## src/rtl/seq_alu.sv

```systemverilog
// seq_alu: clocked WIDTH-bit ALU with iterative signed radix-2 mul/div and a start/busy/done handshake.
// Define SEQ_ALU_FLAGS_EN to add registered zero/negative flags (flag_z, flag_n).
module seq_alu #(
   parameter int WIDTH = 32,
   parameter int SHW   = $clog2(WIDTH)
) (
   input  logic               clock,
   input  logic               clear_n,
   input  logic               start,
   input  logic [4:0]         op,
   input  logic [WIDTH-1:0]   a,
   input  logic [WIDTH-1:0]   b,
   output logic               busy,
   output logic               done,
   output logic [2*WIDTH-1:0] z,
`ifdef SEQ_ALU_FLAGS_EN
   output logic               flag_z,
   output logic               flag_n,
`endif
   output logic               err
);
   localparam logic [4:0] OP_ADD = 5'b00011, OP_SUB = 5'b00100, OP_AND = 5'b00101,
                          OP_OR = 5'b00110, OP_SHR = 5'b00111, OP_SHRA = 5'b01000,
                          OP_SHL = 5'b01001, OP_ROR = 5'b01010, OP_ROL = 5'b01011,
                          OP_MUL = 5'b01111, OP_DIV = 5'b10000, OP_NEG = 5'b10001,
                          OP_NOT = 5'b10010;
   typedef enum logic [1:0] {IDLE, RUN, DONE} state_t;
   state_t r_state, w_state_nxt;
   logic [2*WIDTH-1:0] r_z, w_z_nxt, w_p, w_pfin, w_dfin;
   logic [WIDTH-1:0]   r_hi, r_lo, r_m, w_res, w_aa, w_ab, w_mhi, w_mlo, w_dhi, w_dlo;
   logic [WIDTH:0]     w_sum, w_sh, w_dif;
   logic [SHW-1:0]     r_cnt, w_amt, w_namt;
   logic               r_err, r_mul, r_sq, r_sr, w_err_nxt, w_legal, w_iter, w_load, w_go, w_ge;
   assign busy   = (r_state == RUN);
   assign done   = (r_state == DONE);
   assign z      = r_z;
   assign err    = r_err;
   assign w_amt  = b[SHW-1:0];
   assign w_namt = -w_amt;
   assign w_aa   = a[WIDTH-1] ? -a : a;
   assign w_ab   = b[WIDTH-1] ? -b : b;
   assign w_iter = (op == OP_MUL) || (op == OP_DIV && b != '0);
   // mul: shift-add on magnitudes, multiplier in r_lo, product grows into r_hi
   assign w_sum  = {1'b0, r_hi} + (r_lo[0] ? {1'b0, r_m} : '0);
   assign w_mhi  = w_sum[WIDTH:1];
   assign w_mlo  = {w_sum[0], r_lo[WIDTH-1:1]};
   assign w_p    = {w_mhi, w_mlo};
   assign w_pfin = r_sq ? -w_p : w_p;
   // div: restoring division on magnitudes, remainder in r_hi, quotient shifts into r_lo
   assign w_sh   = {r_hi, r_lo[WIDTH-1]};
   assign w_dif  = w_sh - {1'b0, r_m};
   assign w_ge   = ~w_dif[WIDTH];
   assign w_dhi  = w_ge ? w_dif[WIDTH-1:0] : w_sh[WIDTH-1:0];
   assign w_dlo  = {r_lo[WIDTH-2:0], w_ge};
   assign w_dfin = {r_sr ? -w_dhi : w_dhi, r_sq ? -w_dlo : w_dlo};
   always_comb begin
      w_res   = '0;
      w_legal = 1'b1;
      case (op)
         OP_ADD:  w_res = a + b;
         OP_SUB:  w_res = a - b;
         OP_AND:  w_res = a & b;
         OP_OR:   w_res = a | b;
         OP_SHR:  w_res = a >> w_amt;
         OP_SHRA: w_res = $signed(a) >>> w_amt;
         OP_SHL:  w_res = a << w_amt;
         OP_ROR:  w_res = (a >> w_amt) | (a << w_namt);
         OP_ROL:  w_res = (a << w_amt) | (a >> w_namt);
         OP_NEG:  w_res = (~a) + 1'b1;
         OP_NOT:  w_res = ~a;
         default: w_legal = 1'b0;
      endcase
   end
   always_comb begin
      w_state_nxt = r_state;
      w_load      = 1'b0;
      w_go        = 1'b0;
      w_z_nxt     = r_z;
      w_err_nxt   = r_err;
      case (r_state)
         IDLE: if (start) begin
            if (w_iter) begin
               w_go        = 1'b1;
               w_state_nxt = RUN;
            end else begin
               w_load      = 1'b1;
               w_state_nxt = DONE;
               w_z_nxt     = (op == OP_DIV) ? {a, {WIDTH{1'b1}}} : {{WIDTH{1'b0}}, w_res};
               w_err_nxt   = ~w_legal;
            end
         end
         RUN: if (r_cnt == '0) begin
            w_load      = 1'b1;
            w_state_nxt = DONE;
            w_z_nxt     = r_mul ? w_pfin : w_dfin;
            w_err_nxt   = 1'b0;
         end
         default: w_state_nxt = IDLE;
      endcase
   end
   always_ff @(posedge clock or negedge clear_n)
      if (!clear_n) r_state <= IDLE;
      else r_state <= w_state_nxt;
   always_ff @(posedge clock or negedge clear_n)
      if (!clear_n) begin
         r_z   <= '0;
         r_err <= 1'b0;
         r_hi  <= '0;
         r_lo  <= '0;
         r_m   <= '0;
         r_cnt <= '0;
         r_mul <= 1'b0;
         r_sq  <= 1'b0;
         r_sr  <= 1'b0;
      end else begin
         if (w_load) begin
            r_z   <= w_z_nxt;
            r_err <= w_err_nxt;
         end
         if (w_go) begin
            r_mul <= (op == OP_MUL);
            r_hi  <= '0;
            r_lo  <= (op == OP_MUL) ? w_ab : w_aa;
            r_m   <= (op == OP_MUL) ? w_aa : w_ab;
            r_sq  <= a[WIDTH-1] ^ b[WIDTH-1];
            r_sr  <= a[WIDTH-1];
            r_cnt <= SHW'(WIDTH - 1);
         end else if (r_state == RUN) begin
            r_hi  <= r_mul ? w_mhi : w_dhi;
            r_lo  <= r_mul ? w_mlo : w_dlo;
            r_cnt <= r_cnt - 1'b1;
         end
      end
`ifdef SEQ_ALU_FLAGS_EN
   logic r_fz, r_fn, w_fmul;
   assign w_fmul = (r_state == RUN) && r_mul;
   assign flag_z = r_fz;
   assign flag_n = r_fn;
   always_ff @(posedge clock or negedge clear_n)
      if (!clear_n) begin
         r_fz <= 1'b0;
         r_fn <= 1'b0;
      end else if (w_load) begin
         r_fz <= w_fmul ? (w_z_nxt == '0) : (w_z_nxt[WIDTH-1:0] == '0);
         r_fn <= w_fmul ? w_z_nxt[2*WIDTH-1] : w_z_nxt[WIDTH-1];
      end
`endif
endmodule

```

## config.mk

```make
export PLATFORM = sky130hd
export DESIGN_NAME = seq_alu
export DESIGN_NICKNAME = d
export VERILOG_FILES = /design/src/rtl/seq_alu.sv
export SDC_FILE = /design/constraint.sdc
export NUM_CORES = 2
export LEC_CHECK = 0
export ABC_AREA = 1
export BUFFER_PORTS_ARGS = -buffer_cell sky130_fd_sc_hd__buf_2
export CAP_MARGIN = 10
export CORE_MARGIN = 2
export CORE_UTILIZATION = 65
export DETAILED_ROUTE_END_ITERATION = 7
export PLACE_DENSITY_LB_ADDON = 0.3
export SYNTH_ARGS = -nofsm -noshare
export SYNTH_HDL_FRONTEND = slang
export SYNTH_SLANG_ARGS = --single-unit
```

## constraint.sdc

```tcl
create_clock -name clock -period 7 [get_ports clock]
set_input_delay 1.05 -clock clock [delete_from_list [all_inputs] [get_ports clock]]
set_output_delay 1.05 -clock clock [all_outputs]
set_load 0.005 [all_outputs]
```

==> flow_summary.ini, run 1 <==
[synthesis]
synth_ff_type = dfrtp_1
syn_nets = 5428
synth-seq-cells = 171
avgSynthCellArea_um2 = 5.452
synth-warning-count = 0
yosysUniqueCellTypes = 65
syn_inst = 5244
async_flop_share = 1.000
seq_area_frac_synth = 0.1497
synth_edf_count = 0
synth_area_um2 = 28590

[clocking]
clockRootBuffer = clkbuf_16
numCtsBuffers = 17
clock_path_buffers = 2
cts_max_level = 4
cts_resized = 0
post_cts_buffers = 0
cts_sinks = 171
ctsHoldBuffers = 0

[run_status]
status = stopped before the end
haltStage = 5_1_grt
error_line = [ERROR GRT-0116] Global routing finished with congestion. Check the congestion regions in the DRC Viewer.

[place]
gp_congestion = 1.319
place_inst = 5744
place_ws_ns = 1.842
post-dp-hpwl_um = 115800
io_buffers = 138

[grt]
grt_use_total = 0.7723
grt_pass1_wl_um = 270000
grt_pass1_vias = 40220
grt-ovfl-total = 272
grt_max_degree = 124

[die]
die_width_um = 213.7
initial_core_util = 0.6608
die_y_um = 213.7
std_cell_rows = 76
io_pins = 139
==> logic make-up after synthesis <==
logic type,share of synthesized area
compound gates,0.2584
simple gates,0.3955
flops,0.1497
fa+ha+maj,0.04980
mux,0.005601
buf+inv,0.1137
xor+xnor,0.02726
==> per-stage QoR <==
| stage | cell area, um2 | util | hold slack, ns |
|---|---|---|---|
| floorplan | 28590 | - | 0.4724 |
| global placement | 29360 | 0.6786 | 0.4598 |
| detailed placement | 29360 | 0.6786 | 0.4609 |
| CTS | 29980 | 0.6929 | 0.4795 |
==> synthesized netlist by cell type (45+ instances only) <==
master,instances,share of area
inv_1,530,0.070
nor2_1,529,0.069
o2111ai_1,55,0.017
dfrtp_1,171,0.15
nand2_1,1624,0.21
o211ai_1,61,0.016
nand4_1,70,0.015
a21oi_1,245,0.043
nand3_1,320,0.056
nor3_1,81,0.014
o21ai_0,665,0.12
xor2_1,61,0.019
ha_1,109,0.048
clkbuf_1,207,0.027
o22ai_1,45,0.0098
==> metal layers <==
layer / GRT usage / GRT overflow
met1: 0.8009 / 2
met2: 0.9314 / 162
met3: 0.6131 / 4
met4: 0.7390 / 104
met5: 0.2241 / 0
==> run 2: changes to the inputs <==
Settings changed: CORE_UTILIZATION 65 to 40, PLACE_DENSITY_LB_ADDON 0.3 to 0.15.
==> run 2 against run 1 <==
Compared with the run above: the flow now finishes, with violations (design-rule violations); area after synthesis stayed put; synthesized cell count stayed put.
==> flow_summary.ini, run 2 <==
[detailed_routing]
drtPass1Iterations = 8
vias = 39033
routed_wl_um = 184400
via_per_inst = 6.318
drc_errors = 14
wl_per_cell_um = 29.85
drt_iter0_drc = 5195
ant_nets = 0

[clocking]
worst_skew_pair.late_latency_ns = 0.49
post_cts_buffers = 0
cts_resized = 0
tritoncts = built
path_clk_slew_ns = 0.08
cts_max_level = 4
clock_path_buffers = 2
numCtsBuffers = 17
cts_sinks = 171
clockRootBuffer = clkbuf_16
ctsHoldBuffers = 0

[synthesis]
synth_edf_count = 0
synth-seq-cells = 171
synth_area_um2 = 28590
yosysUniqueCellTypes = 65
seq_area_frac_synth = 0.1497
syn_nets = 5428
syn_inst = 5244
yosys.area.top_type_share = 0.2132
yosysTopAreaCell = nand2_1
synth_ff_type = dfrtp_1
synthTopCellsByCount = nand2_1 (1624), o21ai_0 (665), inv_1 (530), nor2_1 (529), nand3_1 (320)
synth.area.top_cells = nand2_1 (21%), dfrtp_1 (15%), o21ai_0 (12%), inv_1 (7.0%), nor2_1 (6.9%)
synth-warning-count = 0
synthMostInstantiatedCell = nand2_1
avgSynthCellArea_um2 = 5.452
async_flop_share = 1.000

[power_and_ir_drop]
p_int_mw = 4.263
p_leak_nw = 14.93
power.density_nw_per_um2 = 405.7
p_clk_frac = 0.082
netSwitchingFraction = 0.6567
pwr-share-comb = 0.758
p_seq_frac = 0.161
switchingPower_mw = 8.156
vdd_drop_max_mv = 0.3145

[timing]
min_period_over_period = 0.7396
setup_viol = 0
finalClockSkew_ns = 0.01391
hold_viol_final = 0
rsz0062_at_grt = no
slew_headroom = 0.02468
worst_pin_slew_ns = 1.463
fmax_ghz = 0.1931
period_minus_slack_ns = 5.177
setup_slack_ns = 1.823
fin_hold_ws_ns = 0.4791
slew_violations = 0
fin_tns_setup_ns = 0

[die]
die-area_um2 = 73630
initial_core_util = 0.4020
io_pins = 139
std_cell_rows = 98
coreArea_um2 = 71120
die_y_um = 271.4
die_width_um = 271.4

[run_status]
violations = design-rule violations
status = finished with violations

[hold_path]
min_path_cells = 2
hp-class = reg -> reg

[cells_and_area]
layout_common_cells = nand2_1 (1621), o21ai_0 (664), inv_1 (527), nor2_1 (527), nand3_1 (320)
nFillCells = 8210
final_core_util = 0.4304
seqCellArea_um2 = 4284
syn_to_final_growth_pct = 7.063
multi_input_area_um2 = 21100
largest_reg_flops = 64
final_common_cell = nand2_1
final_layout_size_suffix_gt1_frac = 0.07091
fin_area_um2 = 30610
nNetsFinal = 5389

[critical_path]
critPathRequiredTime_ns = 7.36
cp_common_cell = nand2_1
crit_family = simple AND/OR/NAND/NOR gates
worst-path-buf-inv = 2
end_kind = register
reg2reg_depth = 27
worstPathArrival_ns = 5.54
path_class = reg -> reg
max_stage_delay_ns = 0.64
crit_fanout = 49
crit_path_start_kind = register
cp_slowest_cell = nand2_4
path_depth = 27

[grt]
grt-ovfl-total = 0
grt_pass1_wl_um = 260200
grt_use_total = 0.4867
grt_max_degree = 85
antenna_found_initial = 13
grt_pass1_vias = 36141

[place]
gp_congestion = 1.198
dpl-instance-area_um2 = 29990
place_ws_ns = 1.690
post-dp-hpwl_um = 144700
io_buffers = 138

[flow_run]
maxCapViolations = 0
==> run 2: cell counts after synthesis <==
Identical to the previous run, type by type.
==> run 2: worst reg2reg max path, stage by stage (launching register included) <==
cell	delay (ns)
dfrtp_1	0.54
inv_1	0.20
ha_1	0.16
inv_1	0.07
fa_1	0.41
nand2_1	0.08
nand2_1	0.08
nand3_1	0.11
nand2_2	0.14
nand2_2	0.12
nand2_4	0.07
nand2_2	0.17
nand3_2	0.20
nand2_4	0.64
nand2_1	0.17
o21ai_2	0.19
ha_1	0.29
nand3_1	0.10
nor2_1	0.14
nand2_1	0.12
nor2_2	0.22
nand3_1	0.13
nand2_2	0.14
nand2_1	0.08
nand2_1	0.06
nand3_1	0.07
nand2_1	0.26
nand2_1	0.11
==> run 2: power by group through the flow <==
stage / sequential, mW / combinational [mW] / clock, mW
floorplan: 1.62 / 5.99 / 0
finish: 1.99 / 9.41 / 1.01
detailed placement: 1.95 / 9.00 / 0
CTS: 1.94 / 9.03 / 1.01
global placement: 1.96 / 8.98 / 0
global route: 1.98 / 10.1 / 1.04
==> run 2: metal layers <==
| layer | GRT usage | vias to the layer above | routed length [um] |
|---|---|---|---|
| met5 | 0 | - | 13 |
| li1 | - | 17452 | - |
| met1 | 0.5222 | 17907 | 61810 |
| met4 | 0.5162 | 2 | 24640 |
| met3 | 0.1174 | 945 | 18520 |
| met2 | 0.7603 | 2727 | 79410 |
==> run 2: final timing paths <==
path / startpoint / slack, ns / end
worst max-delay path: r_lo[31] / 1.82 / z[56]
worst min-delay path: z[59] / 0.48 / z[59]
worst max register to register: r_lo[31] / 1.82 / z[56]
worst min register to register: z[59] / 0.48 / z[59]
max in group asynchronous: clear_n / 5.10 / z[0]
min in group asynchronous: clear_n / 0.57 / r_hi[24]
==> run 2: cells by family (layout without fill, tap and decap cells) <==
group | after synthesis | after routing | synth area share
buffers and inverters | 837 | 811 | 0.1137
other | 0 | 10 | 0
and+or+nand+nor | 2735 | 2735 | 0.3955
xor gates and xnor gates | 89 | 89 | 0.02726
adders and majority gates | 112 | 112 | 0.04980
AOI/OAI and AO/OA | 1284 | 1284 | 0.2584
DFF | 171 | 171 | 0.1497
muxes | 16 | 16 | 0.005601
==> run 2: cell type report <==
cell class                      instances  share of cell area
Multi-Input combinational cell       4236              0.6892
Tap cell                              950             0.03883
Sequential cell                       171              0.1400
Inverter                              556             0.06826
Clock inverter                         15            0.005028
Clock buffer                           17             0.01390
Antenna cell                           10           0.0008175
Timing Repair Buffer                  223             0.04402
==> run 2: metrics by stage <==
stage          std cells  total power [mW]
3_3_place_gp        6134             10.93
2_1_floorplan       5244             7.611
6_report            6178             12.42
4_1_cts             6166             11.98
3_5_place_dp        6134             10.95
5_1_grt             6169             13.10
Power figures use the tool's default switching activity.
